[config.mk]
export PLATFORM = sky130hd
export DESIGN_NAME = intr_ack_seq_flat
export DESIGN_NICKNAME = d
export VERILOG_FILES = /design/src/rtl/intr_ack_seq_if.sv /design/src/rtl/intr_ack_seq.sv /design/src/flat_wrapper.sv
export SDC_FILE = /design/constraint.sdc
export NUM_CORES = 1
export LEC_CHECK = 0
export BUFFER_PORTS_ARGS = -buffer_cell sky130_fd_sc_hd__buf_2
export CORE_AREA = 4 4 53 55
export CTS_CLUSTER_DIAMETER = 60
export DETAILED_ROUTE_END_ITERATION = 10
export DIE_AREA = 0 0 57 59
export GPL_ROUTABILITY_DRIVEN = 0
export PLACE_DENSITY = 0.83
export SYNTH_ARGS = -nofsm -noshare
export SYNTH_HDL_FRONTEND = slang
export SYNTH_SLANG_ARGS = --single-unit
[constraint.sdc]
create_clock -name clk -period 2 [get_ports clk]
set_clock_uncertainty 0.1 [all_clocks]
set_input_delay 0.4 -clock clk [delete_from_list [all_inputs] [get_ports clk]]
set_output_delay 0.4 -clock clk [all_outputs]
set_load 0.01 [all_outputs]
[src/rtl/intr_ack_seq_if.sv]
// intr_ack_seq_if -- signal bundle between the 8259 acknowledge sequencer and
// its surroundings (CPU side and 8259 side share one bundle).
//
// Ports (as seen by the sequencer, modport slave):
//   in : intr, if_en, pic_din[7:0], vec_ready, eoi_req
//   out: inta_n, pic_cs_n, pic_wr_n, pic_rd_n, pic_a0, pic_dout[7:0], pic_doe,
//        vec[7:0], vec_valid, eoi_busy, vec_drop
// The master modport is the mirror image, used by whatever drives the
// sequencer's inputs.
//
// Vector handshake: vec is transferred on every rising clk edge where
// vec_valid and vec_ready are both 1. Once vec_valid rises it stays high and
// vec stays constant until that transfer edge; vec_ready may be driven
// independently of vec_valid and is ignored while vec_valid is 0.
interface intr_ack_seq_if;
    logic       intr;
    logic       if_en;
    logic       inta_n;
    logic       pic_cs_n;
    logic       pic_wr_n;
    logic       pic_rd_n;
    logic       pic_a0;
    logic [7:0] pic_dout;
    logic       pic_doe;
    logic [7:0] pic_din;
    logic [7:0] vec;
    logic       vec_valid;
    logic       vec_ready;
    logic       eoi_req;
    logic       eoi_busy;
    logic       vec_drop;

    modport slave (
        input  intr, if_en, pic_din, vec_ready, eoi_req,
        output inta_n, pic_cs_n, pic_wr_n, pic_rd_n, pic_a0, pic_dout, pic_doe,
               vec, vec_valid, eoi_busy, vec_drop
    );

    modport master (
        output intr, if_en, pic_din, vec_ready, eoi_req,
        input  inta_n, pic_cs_n, pic_wr_n, pic_rd_n, pic_a0, pic_dout, pic_doe,
               vec, vec_valid, eoi_busy, vec_drop
    );
endinterface

[src/rtl/intr_ack_seq.sv]
// intr_ack_seq -- 8259 interrupt acknowledge / EOI sequencer.
//
// Generates the two INTA strobes of an 8259 acknowledge cycle, captures the
// vector on the second strobe and presents it on a valid/ready port. Also
// issues a non-specific EOI write (8'h20 at A0=0) on request.
//
// Ports:
//   clk        in   rising-edge clock
//   rst_n      in   asynchronous active-low reset
//   bus        slave modport of intr_ack_seq_if (see that file)
//   state_dbg  out  current FSM state encoding (debug observation)
//
// Parameters:
//   PULSE_W  low time of each inta_n / wr_n strobe in cycles (1..15)
//   GAP_W    inta_n high time between the two INTA strobes (1..15)
//
// Optional feature: define INTR_ACK_TIMEOUT_EN to drop a presented vector
// after 255 cycles without vec_ready (sets sticky vec_drop). Without it the
// vector is held indefinitely and vec_drop is tied low.
module intr_ack_seq #(
    parameter int PULSE_W = 2,
    parameter int GAP_W   = 2
) (
    input  logic               clk,
    input  logic               rst_n,
    intr_ack_seq_if.slave      bus,
    output logic [2:0]         state_dbg
);

    localparam logic [2:0] S_IDLE    = 3'd0;
    localparam logic [2:0] S_ACK1    = 3'd1;
    localparam logic [2:0] S_GAP     = 3'd2;
    localparam logic [2:0] S_ACK2    = 3'd3;
    localparam logic [2:0] S_PRESENT = 3'd4;
    localparam logic [2:0] S_EOI_WR  = 3'd5;
    localparam logic [2:0] S_EOI_REC = 3'd6;

    localparam logic [3:0] PULSE_LAST = 4'(PULSE_W - 1);
    localparam logic [3:0] GAP_LAST   = 4'(GAP_W - 1);
    localparam logic [7:0] EOI_CMD    = 8'h20;

    logic       sync1_q;
    logic       intr_s_q;
    logic [2:0] state_q,     state_d;
    logic [3:0] cnt_q,       cnt_d;
    logic       inta_n_q,    inta_n_d;
    logic       wr_strobe_n_q, wr_strobe_n_d;  // drives both pic_cs_n and pic_wr_n
    logic [7:0] dout_q,      dout_d;
    logic       doe_q,       doe_d;
    logic [7:0] vec_q,       vec_d;
    logic       vec_valid_q, vec_valid_d;
    logic       eoi_busy_q,  eoi_busy_d;
`ifdef INTR_ACK_TIMEOUT_EN
    logic [7:0] tmo_q,       tmo_d;
    logic       vec_drop_q,  vec_drop_d;
`endif

    // Next-state logic and all registered outputs derived from the next state,
    // so every strobe changes exactly on the edge that enters its state.
    always_comb begin
        state_d = state_q;
        vec_d   = vec_q;
`ifdef INTR_ACK_TIMEOUT_EN
        vec_drop_d = vec_drop_q;
`endif
        case (state_q)
            S_IDLE: begin
                if (bus.eoi_req)                 state_d = S_EOI_WR;
                else if (intr_s_q && bus.if_en)  state_d = S_ACK1;
            end
            S_ACK1:    if (cnt_q == PULSE_LAST) state_d = S_GAP;
            S_GAP:     if (cnt_q == GAP_LAST)   state_d = S_ACK2;
            S_ACK2: begin
                if (cnt_q == PULSE_LAST) begin
                    state_d = S_PRESENT;
                    vec_d   = bus.pic_din;
                end
            end
            S_PRESENT: begin
                if (bus.vec_ready) begin
                    state_d = S_IDLE;
                end
`ifdef INTR_ACK_TIMEOUT_EN
                // tmo_q counts completed PRESENT cycles; 254 means this is the 255th.
                else if (tmo_q == 8'd254) begin
                    state_d    = S_IDLE;
                    vec_drop_d = 1'b1;
                end
`endif
            end
            S_EOI_WR:  if (cnt_q == PULSE_LAST) state_d = S_EOI_REC;
            S_EOI_REC: state_d = S_IDLE;
            default:   state_d = S_IDLE;
        endcase

        // Counter restarts on every state entry and saturates instead of wrapping.
        if (state_d != state_q)  cnt_d = 4'd0;
        else if (cnt_q == 4'hF)  cnt_d = cnt_q;
        else                     cnt_d = cnt_q + 4'd1;

`ifdef INTR_ACK_TIMEOUT_EN
        if (state_q == S_PRESENT && state_d == S_PRESENT) tmo_d = tmo_q + 8'd1;
        else                                              tmo_d = 8'd0;
`endif

        inta_n_d      = !((state_d == S_ACK1) || (state_d == S_ACK2));
        wr_strobe_n_d = (state_d != S_EOI_WR);
        doe_d         = (state_d == S_EOI_WR);
        eoi_busy_d    = (state_d == S_EOI_WR) || (state_d == S_EOI_REC);
        dout_d        = eoi_busy_d ? EOI_CMD : 8'h00;
        vec_valid_d   = (state_d == S_PRESENT);
    end

    always_ff @(posedge clk or negedge rst_n) begin
        if (!rst_n) begin
            sync1_q       <= 1'b0;
            intr_s_q      <= 1'b0;
            state_q       <= S_IDLE;
            cnt_q         <= 4'd0;
            inta_n_q      <= 1'b1;
            wr_strobe_n_q <= 1'b1;
            dout_q        <= 8'h00;
            doe_q         <= 1'b0;
            vec_q         <= 8'h00;
            vec_valid_q   <= 1'b0;
            eoi_busy_q    <= 1'b0;
        end else begin
            sync1_q       <= bus.intr;
            intr_s_q      <= sync1_q;
            state_q       <= state_d;
            cnt_q         <= cnt_d;
            inta_n_q      <= inta_n_d;
            wr_strobe_n_q <= wr_strobe_n_d;
            dout_q        <= dout_d;
            doe_q         <= doe_d;
            vec_q         <= vec_d;
            vec_valid_q   <= vec_valid_d;
            eoi_busy_q    <= eoi_busy_d;
        end
    end

`ifdef INTR_ACK_TIMEOUT_EN
    always_ff @(posedge clk or negedge rst_n) begin
        if (!rst_n) begin
            tmo_q      <= 8'd0;
            vec_drop_q <= 1'b0;
        end else begin
            tmo_q      <= tmo_d;
            vec_drop_q <= vec_drop_d;
        end
    end
    assign bus.vec_drop = vec_drop_q;
`else
    assign bus.vec_drop = 1'b0;
`endif

    assign bus.inta_n    = inta_n_q;
    assign bus.pic_cs_n  = wr_strobe_n_q;
    assign bus.pic_wr_n  = wr_strobe_n_q;
    assign bus.pic_rd_n  = 1'b1;   // the sequencer never reads the 8259 registers
    assign bus.pic_a0    = 1'b0;   // OCW2 (EOI) lives at A0=0
    assign bus.pic_dout  = dout_q;
    assign bus.pic_doe   = doe_q;
    assign bus.vec       = vec_q;
    assign bus.vec_valid = vec_valid_q;
    assign bus.eoi_busy  = eoi_busy_q;
    assign state_dbg     = state_q;

endmodule
[src/flat_wrapper.sv]
// flat-port wrapper written by rule: the top's interface ports become plain ports
module intr_ack_seq_flat 
#(
    parameter int PULSE_W = 2,
    parameter int GAP_W   = 2
)
  (clk, rst_n, state_dbg, bus_intr, bus_if_en, bus_pic_din, bus_vec_ready, bus_eoi_req, bus_inta_n, bus_pic_cs_n, bus_pic_wr_n, bus_pic_rd_n, bus_pic_a0, bus_pic_dout, bus_pic_doe, bus_vec, bus_vec_valid, bus_eoi_busy, bus_vec_drop);
  intr_ack_seq_if bus_i ();
  input  logic clk;
  input  logic rst_n;
  output logic [2:0] state_dbg;
  input wire logic [$bits(bus_i.intr)-1:0] bus_intr;
  input wire logic [$bits(bus_i.if_en)-1:0] bus_if_en;
  input wire logic [$bits(bus_i.pic_din)-1:0] bus_pic_din;
  input wire logic [$bits(bus_i.vec_ready)-1:0] bus_vec_ready;
  input wire logic [$bits(bus_i.eoi_req)-1:0] bus_eoi_req;
  output wire logic [$bits(bus_i.inta_n)-1:0] bus_inta_n;
  output wire logic [$bits(bus_i.pic_cs_n)-1:0] bus_pic_cs_n;
  output wire logic [$bits(bus_i.pic_wr_n)-1:0] bus_pic_wr_n;
  output wire logic [$bits(bus_i.pic_rd_n)-1:0] bus_pic_rd_n;
  output wire logic [$bits(bus_i.pic_a0)-1:0] bus_pic_a0;
  output wire logic [$bits(bus_i.pic_dout)-1:0] bus_pic_dout;
  output wire logic [$bits(bus_i.pic_doe)-1:0] bus_pic_doe;
  output wire logic [$bits(bus_i.vec)-1:0] bus_vec;
  output wire logic [$bits(bus_i.vec_valid)-1:0] bus_vec_valid;
  output wire logic [$bits(bus_i.eoi_busy)-1:0] bus_eoi_busy;
  output wire logic [$bits(bus_i.vec_drop)-1:0] bus_vec_drop;
  assign bus_i.intr = bus_intr;
  assign bus_i.if_en = bus_if_en;
  assign bus_i.pic_din = bus_pic_din;
  assign bus_i.vec_ready = bus_vec_ready;
  assign bus_i.eoi_req = bus_eoi_req;
  assign bus_inta_n = bus_i.inta_n;
  assign bus_pic_cs_n = bus_i.pic_cs_n;
  assign bus_pic_wr_n = bus_i.pic_wr_n;
  assign bus_pic_rd_n = bus_i.pic_rd_n;
  assign bus_pic_a0 = bus_i.pic_a0;
  assign bus_pic_dout = bus_i.pic_dout;
  assign bus_pic_doe = bus_i.pic_doe;
  assign bus_vec = bus_i.vec;
  assign bus_vec_valid = bus_i.vec_valid;
  assign bus_eoi_busy = bus_i.eoi_busy;
  assign bus_vec_drop = bus_i.vec_drop;
  intr_ack_seq #(.PULSE_W(PULSE_W), .GAP_W(GAP_W)) u_core (.clk(clk), .rst_n(rst_n), .bus(bus_i), .state_dbg(state_dbg));
endmodule
==> impl_metrics.json, run 1 <==
{
  "outcome": "finished clean",
  "ys_ff_latch": 22,
  "grt_max_degree": 23,
  "cts_tree": "yes",
  "rows": 18,
  "synth_top_cell_area_share_pct": 48.37,
  "worst_setup_path_start_kind": "register",
  "final_antenna_net_count": 0,
  "finalSetupTns_ns": 0,
  "cp_num_buf_inv": 1,
  "path_cells": "inv_1 -> ha_1 -> nor3b_4 -> mux2i_1 -> o221ai_2 -> nand2_2 -> a21oi_2",
  "maxCapViolations": 0,
  "fill_cells": 229,
  "routed_wl_um": 1863,
  "hold_path.startpoint": "bus_intr",
  "finalCriticalPeriod_ns": 1.804,
  "wl_per_cell_um": 12.76,
  "reg2reg_from": "u_core.cnt_q[1]$_DFFE_PN0P_",
  "dr.max_layer_used": "met4",
  "slew_violations": 0,
  "core_area_um2": 2387,
  "synth_area_um2": 1035,
  "initial_utilization_pct": 43.34,
  "pre_cts_slack_ns": 0.1383,
  "worstSetupStartpoint": "u_core.cnt_q[1]$_DFFE_PN0P_",
  "slowest_delay_ns": 0.44,
  "rsz0062_at_grt": "false",
  "min_path_type": "in -> reg",
  "ir_drop_v": 0.0008239,
  "post_cts_buffers": 0,
  "path_max_fanout": 6,
  "met3WireLength_um": 120,
  "synthMuxAreaShare_pct": 9.674,
  "wl_met1_um": 731,
  "vias": 704,
  "h-tree-depth": 1,
  "setup_slack_ns": 0.1964,
  "syn_to_final_growth_pct": 15.60,
  "drt_iter0_markers": 2,
  "grt_pass1_vias": 745,
  "synth_top_family_by_area": "simple AND/OR/NAND/NOR gates",
  "hold_viol": 0,
  "hpwl_um": 1463,
  "dr_wl_met2_um": 999,
  "end_kind": "register",
  "synth_cells": 87,
  "clk-insertion-delay-late_ns": 0.30,
  "power_density_nw_per_um2": 1439,
  "setup_viol": 0,
  "worstHoldPathCells": 1,
  "yosysSeqAreaShare_pct": 53.45,
  "synth-xor-area-share_pct": 0.8464,
  "period_share_pct": 90.18,
  "fp.dieW_um": 57,
  "synth.area.top_cells": "dfrtp_1 48%, buf_4 9.4%, mux2_2 8.7%, dfstp_2 5.1%, ha_1 2.4%",
  "routed_via_density": 4.822,
  "cp.required_ns": 2.08,
  "ctsLongestPathBuffers": 2,
  "rr_worst_depth": 7,
  "die_y_um": 59,
  "cts_sinks": 22,
  "drcViolationCount": 0,
  "p_leak_nw": 0.5775,
  "max_freq_mhz": 554.4,
  "path_delay_family": "simple AND/OR/NAND/NOR gates",
  "synth_compound_area_share_pct": 7.255,
  "path_clk_slew_ns": 0.11,
  "yosys.area_share.simple_pct": 14.63,
  "grt_usage_pct": 12.52,
  "cts_buffers": 3,
  "num_io_pins": 42,
  "synthAdderAreaFrac_pct": 2.418,
  "yosysTopAreaCell": "dfrtp_1",
  "critical_path_depth": 7,
  "grt_pass1_wl_um": 3243,
  "io_buffers": 31,
  "fin_cells": 146,
  "antenna_found_initial": 0,
  "cp.arrival_ns": 1.88,
  "placed_cells_incl_taps": 142,
  "slowest_stage": "dfrtp_1",
  "yosys_warnings": 0,
  "critPathKind": "reg -> reg",
  "first_pass_iters": 2,
  "grt.overflow.total": 0,
  "clk_root_buffer_cell": "clkbuf_4",
  "ys_types": 31,
  "dieArea_um2": 3363,
  "syn_area_per_cell_um2": 11.89,
  "diodes": 0,
  "drive_gt1_share_pct": 43.10,
  "num-nets-final": 134
}
registers in the layout, summed over array words and instances (netlist names):
| signal | flops |
|---|---|
| u_core.sync1_q | 1 |
| u_core.cnt_q | 4 |
| u_core.bus.vec | 8 |
| u_core.state_dbg | 3 |
| u_core.bus.pic_doe | 1 |
| u_core.bus.inta_n | 1 |
| u_core.intr_s_q | 1 |
| u_core.bus.pic_cs_n | 1 |
| u_core.bus.vec_valid | 1 |
| u_core.bus.pic_dout | 1 |
cell usage after synthesis:
master,count
nand3_1,4
nand4_1,1
nand2_2,1
dfstp_2,2
mux2i_1,1
nand3b_1,1
nand2_1,2
conb_1,2
nor3b_4,1
o21ai_2,1
a31oi_1,1
dfrtp_1,20
nand2b_1,3
nor3b_1,2
or4_1,1
o41ai_1,1
a21oi_2,1
a21oi_1,2
ha_1,2
a211oi_1,1
buf_2,1
xnor2_1,1
nor3_1,2
nor2b_1,1
o221ai_2,1
buf_4,13
nor2_1,4
inv_1,3
mux2_2,8
o21ai_0,2
nand4_2,1
cell usage in the layout, fill, tap and decap left out, types with 2 or more instances in the layout:
cell,synthesis,final
buf_2,1,31
dfrtp_1,20,20
o21ai_0,2,2
nor3b_1,2,2
conb_1,2,10
ha_1,2,2
nand3_1,4,4
mux2_2,8,8
nand2b_1,3,3
inv_1,3,3
nor3_1,2,2
nand2_1,2,2
dfstp_2,2,2
clkbuf_4,0,3
nor2_1,4,4
a21oi_1,2,2
power breakdown:
part           total [mW]  leakage (nW)  switching, mW  internal, mW
Combinational       0.723         0.297          0.378         0.345
Clock               0.193        0.0138          0.123        0.0702
Sequential          0.805         0.266          0.171         0.634
metal layers:
metal / track usage [%] / up-vias
li1: - / 337
met1: 13.64 / 344
met2: 22.35 / 21
met3: 3.922 / 2
met4: 5.629 / 0
met5: 0 / -
final cells by class:
cell class	count	area (um2)	share of cell area, %
clock buffers	3	22.52	1.883
flip-flops and latches	22	553.0	46.23
multi-input cells	56	406.6	34.00
inverters	3	11.26	0.9414
repair buffers	32	165.2	13.81
well taps	30	37.54	3.138
stage by stage:
step                      util [%]  area [um2]  hold WS (ns)  power [mW]
after detailed placement     48.38        1155        0.2489       1.537
final                        50.10        1196       0.09599       1.721
after CTS                    49.74        1187       0.08656       1.733
after global routing         50.10        1196       0.08167       1.869
after global placement       48.38        1155        0.2320       1.488
after floorplan                  -        1065      0.004409       1.309
logic make-up (layout without fill, tap and decap cells):
logic type	count (synthesis)	in the layout
other cells	2	10
compound gates	10	10
simple gates	24	24
flops	22	22
xor+xnor	1	1
fa+ha+maj	2	2
mux	9	9
buf+inv	17	38
repair_timing:
item / 4_1_cts / 5_1_grt
hold buffers: 1 / 0
hold endpoints to repair: 20 / 0
endpoints found under the setup margin: 0 / 1
gates resized for setup: 0 / 1
worst reg2reg max path: stages (launching register included):
cell and delay [ns]:
dfrtp_1 0.44, inv_1 0.07, ha_1 0.13, nor3b_4 0.33, mux2i_1 0.28, o221ai_2 0.16
nand2_2 0.13, a21oi_2 0.05
path summary, 6_finish.rpt:
path	slack, ns	endpoint
setup / recovery	0.20	u_core.bus.pic_dout[5]$_DFF_PN0_
hold / removal	0.1	u_core.sync1_q$_DFF_PN0_
setup reg to reg	0.20	u_core.bus.pic_dout[5]$_DFF_PN0_
hold reg to reg	0.28	u_core.intr_s_q$_DFF_PN0_
max in group asynchronous	0.98	u_core.bus.pic_cs_n$_DFF_PN1_
min in group asynchronous	0.47	u_core.sync1_q$_DFF_PN0_
No activity file was read; power rests on OpenSTA's default activity.
==> inputs of run 2 (changes only) <==
Settings changed: ABC_CLOCK_PERIOD_IN_PS from default to 1600, CORE_AREA 4 4 53 55 to 4 4 55 57, DIE_AREA 0 0 57 59 to 0 0 59 61, PLACE_DENSITY 0.83 to 0.81.
Clock period 2 ns to 1.6 ns, I/O delays scaled along.
==> run 2 against run 1 <==
Against the previous run: the flow now finishes with violations (setup timing); sequential power up 12%; die area increased by 7.0%; total power up 51%; utilization increased by 4.0 points; combinational power is 77% higher; cell area rose by 12%; critical endpoint is now u_core.cnt_q[1]$_DFFE_PN0P_.
==> impl_metrics.json, run 2 (same netlist as run 1, synthesis figures left out) <==
{
  "outcome": "finished, violations left",
  "violations": "setup timing",
  "path_clk_slew_ns": 0.13,
  "largest_register_ffs": 8,
  "min_path_type": "in -> reg",
  "path_max_fanout": 5,
  "fp.dieW_um": 59,
  "ctsLongestPathBuffers": 2,
  "die_y_um": 61,
  "wl_per_cell_um": 13.40,
  "worstHoldPathCells": 2,
  "core_area_um2": 2477,
  "final_common_cell": "buf_2",
  "num-nets-final": 145,
  "clk-insertion-delay-late_ns": 0.31,
  "max_freq_mhz": 576.1,
  "grt.overflow.total": 0,
  "rows": 18,
  "whs_ns": 0.1029,
  "setup_viol": 14,
  "grt_pass1_vias": 806,
  "clk_root_buffer_cell": "clkbuf_4",
  "slew_violations": 0,
  "syn_to_final_growth_pct": 29.63,
  "ir_drop_v": 0.001196,
  "p_total_mw": 2.604,
  "reg2reg_setup_slack_ns": -0.14,
  "cp.required_ns": 1.73,
  "p_leak_nw": 0.6476,
  "period_share_pct": 108.5,
  "critPathKind": "reg -> reg",
  "reg2reg_from": "u_core.cnt_q[1]$_DFFE_PN0P_",
  "cts_tree": "yes",
  "grt_usage_pct": 13.19,
  "hold_viol": 0,
  "place_area_um2": 1216,
  "drt_iter0_markers": 20,
  "pre_cts_slack_ns": -0.09430,
  "drive_gt1_share_pct": 52.34,
  "initial_utilization_pct": 41.77,
  "finalCriticalPeriod_ns": 1.736,
  "antenna_found_initial": 0,
  "worst_setup_path_start_kind": "register",
  "hold_path.startpoint": "bus_vec_ready",
  "final_cell_area_um2": 1341,
  "power_density_nw_per_um2": 1942,
  "hpwl_um": 1552,
  "setup_slack_ns": -0.1357,
  "vias": 781,
  "routed_wl_um": 2117,
  "final_antenna_net_count": 0,
  "rr_worst_depth": 7,
  "first_pass_iters": 4,
  "dieArea_um2": 3599,
  "final_util_pct": 54.14,
  "grt_max_degree": 23,
  "h-tree-depth": 1,
  "io_buffers": 31,
  "min_to": "u_core.bus.vec_valid$_DFF_PN0_",
  "diodes": 0,
  "grt_pass1_wl_um": 3567,
  "mostFrequentLayoutCells": "31 x buf_2, 20 x dfrtp_1, 10 x conb_1",
  "routed_via_density": 4.943,
  "maxCapViolations": 0,
  "r2r-end": "u_core.cnt_q[1]$_DFFE_PN0P_",
  "rsz0062_at_grt": "true",
  "num_io_pins": 42,
  "cp.arrival_ns": 1.86,
  "cts_buffers": 3,
  "end_kind": "register",
  "drcViolationCount": 0,
  "cts_sinks": 22
}
[run 2: final cells by class]
class,instances,area (um2)
clock buffer,3,22.52
sequential,22,553.0
multi-input combinational,57,444.2
tap,30,37.54
timing repair buffer,42,242.7
clock inverter,1,30.03
fill,222,1136
inverter,3,11.26
[run 2: what timing repair did]
item	4_1_cts	5_1_grt
hold buffers	1	1
endpoints found under the setup margin	13	17
resized for setup	3	4
pin swaps	7	5
gates cloned	1	0
hold endpoints to repair	20	1
setup buffers	2	0
[run 2: worst max-delay path by stage]
stage,cells past startpoint,endpoint,startpoint,slack [ns]
finish,7,u_core.cnt_q[1]$_DFFE_PN0P_,u_core.cnt_q[1]$_DFFE_PN0P_,-0.14
CTS,8,u_core.bus.pic_dout[5]$_DFF_PN0_,u_core.cnt_q[1]$_DFFE_PN0P_,-0.07
global route,6,u_core.cnt_q[1]$_DFFE_PN0P_,u_core.cnt_q[0]$_DFFE_PN0P_,-0.19
global placement,5,u_core.bus.vec[5]$_DFFE_PN0P_,u_core.cnt_q[1]$_DFFE_PN0P_,-0.02
floorplan,5,u_core.bus.vec[0]$_DFFE_PN0P_,u_core.cnt_q[1]$_DFFE_PN0P_,-0.006
detailed placement,7,u_core.bus.pic_dout[5]$_DFF_PN0_,u_core.cnt_q[1]$_DFFE_PN0P_,-0.09
[run 2: stage by stage]
| stage | setup TNS (ns) | std cells |
|---|---|---|
| 2_1_floorplan | -0.05029 | 95 |
| 6_report | -0.8187 | 158 |
| 3_3_place_gp | -0.1772 | 149 |
| 4_1_cts | -0.3407 | 157 |
| 5_1_grt | -1.887 | 158 |
| 3_5_place_dp | -0.8002 | 149 |
[run 2: critical path, stage by stage, from the launching register on]
cell	delay, ns
dfrtp_1	0.39
inv_1	0.05
ha_2	0.16
nor3b_4	0.15
buf_4	0.16
o21ai_2	0.12
nand4_1	0.26
a211oi_2	0.27
[run 2: layer usage]
metal / up-vias / GRT usage [%] / part of all wire, %
met5: - / 0 / 0
met4: 0 / 5.178 / 0.52
met3: 2 / 3.191 / 7.9
met2: 26 / 24.61 / 51
met1: 385 / 14.34 / 41
li1: 368 / - / -
[run 2: where the power goes]
group	internal, mW	total (mW)	switching, mW
Combinational	0.592	1.28	0.683
Sequential	0.794	0.903	0.110
Clock	0.253	0.426	0.173
==> inputs of run 3 (changes only) <==
Settings changed: RECOVER_POWER from default to 25.
==> run 3 against run 2 <==
Against the previous run: the run still ends with setup timing left; sequential cell count unchanged; first-iteration DRC count down 15%; critical path type unchanged; largest power group unchanged; critical path depth unchanged; register-to-register slack about the same; total power about the same; highest routed layer unchanged; final cell count unchanged.
==> impl_metrics.json, run 3 (same netlist as run 1, synthesis figures left out) <==
{
  "setup_viol": 14,
  "h-tree-depth": 1,
  "path_clk_slew_ns": 0.13,
  "final_common_cell": "buf_2",
  "r2r-end": "u_core.cnt_q[1]$_DFFE_PN0P_",
  "grt_pass1_wl_um": 3567,
  "final_antenna_net_count": 0,
  "vias": 781,
  "first_pass_iters": 4,
  "rows": 18,
  "num_io_pins": 42,
  "tightest_slew_ns": 0.5271,
  "p_clk_share_pct": 16.4,
  "num-nets-final": 145,
  "power_density_nw_per_um2": 1942,
  "wl_per_cell_um": 13.39,
  "gr-usage-met3_pct": 3.191,
  "rr_worst_depth": 7,
  "worstHoldPathCells": 2,
  "routed_via_density": 4.943,
  "p_comb_share_pct": 49.0,
  "max_freq_mhz": 576.1,
  "setup_slack_ns": -0.1357,
  "core_area_um2": 2477,
  "swShare_pct": 37.07,
  "cp.arrival_ns": 1.86,
  "fill_cells": 222,
  "min_to": "u_core.bus.vec_valid$_DFF_PN0_",
  "path_max_fanout": 5,
  "critPathKind": "reg -> reg",
  "grt_usage_pct": 13.19,
  "slew_headroom_pct": 64.86,
  "initial_utilization_pct": 41.77,
  "clk_root_buffer_cell": "clkbuf_4",
  "die_y_um": 61,
  "cp.required_ns": 1.73,
  "ir_drop_v": 0.001196,
  "internal-power_mw": 1.639,
  "maxCapViolations": 0,
  "drt_iter0_markers": 17,
  "finalSetupTns_ns": -0.8194,
  "fin_cells": 158,
  "grtUsageMet1_pct": 14.34,
  "clk-insertion-delay-late_ns": 0.31,
  "hpwl_um": 1552,
  "cts_buffers": 3,
  "grt.overflow.total": 0,
  "finalCriticalPeriod_ns": 1.736,
  "antenna_found_initial": 0,
  "cts_tree": "yes",
  "io_buffers": 31,
  "fp.dieW_um": 59,
  "slew_violations": 0,
  "gr-usage-met2_pct": 24.61,
  "p_leak_nw": 0.6479,
  "p_seq_share_pct": 34.7,
  "mostFrequentLayoutCells": "30 x buf_2, 20 x dfrtp_1, 10 x conb_1",
  "worst_setup_path_start_kind": "register",
  "ctsLongestPathBuffers": 2,
  "end_kind": "register",
  "grt_pass1_vias": 806,
  "rsz0062_at_grt": "true",
  "syn_to_final_growth_pct": 29.63,
  "grt_max_degree": 23,
  "cts_sinks": 22,
  "power_switching_mw": 0.9652,
  "diodes": 0,
  "largest_register_ffs": 8,
  "routed_wl_um": 2116,
  "violations": "setup timing",
  "drive_gt1_share_pct": 52.34,
  "placed_cells_incl_taps": 149,
  "hold_viol": 0,
  "outcome": "finished, violations left",
  "hold_path.startpoint": "bus_vec_ready",
  "period_share_pct": 108.5,
  "dieArea_um2": 3599,
  "drcViolationCount": 0,
  "reg2reg_setup_slack_ns": -0.14,
  "min_path_type": "in -> reg",
  "busiest_layer": "met2",
  "reg2reg_from": "u_core.cnt_q[1]$_DFFE_PN0P_"
}
[run 3: critical path, cell delays in order (launching register included)]
cell	delay, ns
dfrtp_1	0.39
inv_1	0.05
ha_2	0.16
nor3b_4	0.15
buf_4	0.16
o21ai_2	0.12
nand4_1	0.26
a211oi_2	0.27
[run 3: stage by stage]
stage	worst slack, ns	hold WS [ns]	util, %	instance area [um2]	power [mW]
detailed placement	-0.09430	0.2004	49.09	1216	2.052
global route	-0.1851	0.09343	54.14	1341	2.784
floorplan	-0.006083	-0.07559	-	1074	1.656
global placement	-0.02114	0.1899	49.09	1216	1.985
CTS	-0.06674	0.01029	53.18	1318	2.569
finish	-0.1357	0.1028	54.14	1341	2.604
[run 3: how the worst max path moves through the flow]
stage,start,endpoint,cells after the start
2_1_floorplan,u_core.cnt_q[1]$_DFFE_PN0P_,u_core.bus.vec[0]$_DFFE_PN0P_,5
3_3_place_gp,u_core.cnt_q[1]$_DFFE_PN0P_,u_core.bus.vec[5]$_DFFE_PN0P_,5
3_5_place_dp,u_core.cnt_q[1]$_DFFE_PN0P_,u_core.bus.pic_dout[5]$_DFF_PN0_,7
4_1_cts,u_core.cnt_q[1]$_DFFE_PN0P_,u_core.bus.pic_dout[5]$_DFF_PN0_,8
5_1_grt,u_core.cnt_q[0]$_DFFE_PN0P_,u_core.cnt_q[1]$_DFFE_PN0P_,6
6_report,u_core.cnt_q[1]$_DFFE_PN0P_,u_core.cnt_q[1]$_DFFE_PN0P_,7
[run 3: metal layers]
metal	wire, um	up-vias
li1	-	368
met5	0	-
met1	862	385
met4	11	0
met3	168	2
met2	1074	26
[run 3: cell type report]
class                      instances  area, um2  area share (%)
sequential                        22      553.0           41.23
tap                               30      37.54           2.798
clock inverter                     1      30.03           2.239
clock buffer                       3      22.52           1.679
multi-input combinational         57      444.2           33.12
inverter                           3      11.26          0.8395
timing repair buffer              42      242.7           18.10
[run 3: power by group through the flow]
| stage | Clock (mW) | Combinational [mW] | Sequential [mW] |
|---|---|---|---|
| 2_1_floorplan | 0 | 0.622 | 1.03 |
| 3_3_place_gp | 0 | 1.08 | 0.901 |
| 3_5_place_dp | 0 | 1.14 | 0.916 |
| 6_report | 0.426 | 1.28 | 0.903 |
| 4_1_cts | 0.425 | 1.24 | 0.903 |
| 5_1_grt | 0.456 | 1.39 | 0.935 |
[run 3: repair_timing]
item,in CTS,in global routing
buffers inserted,2,0
setup endpoints to repair,13,17
pin swaps,7,5
gates resized for setup,3,4
hold buffers,1,1
cloned,1,0
hold endpoints to repair,20,1
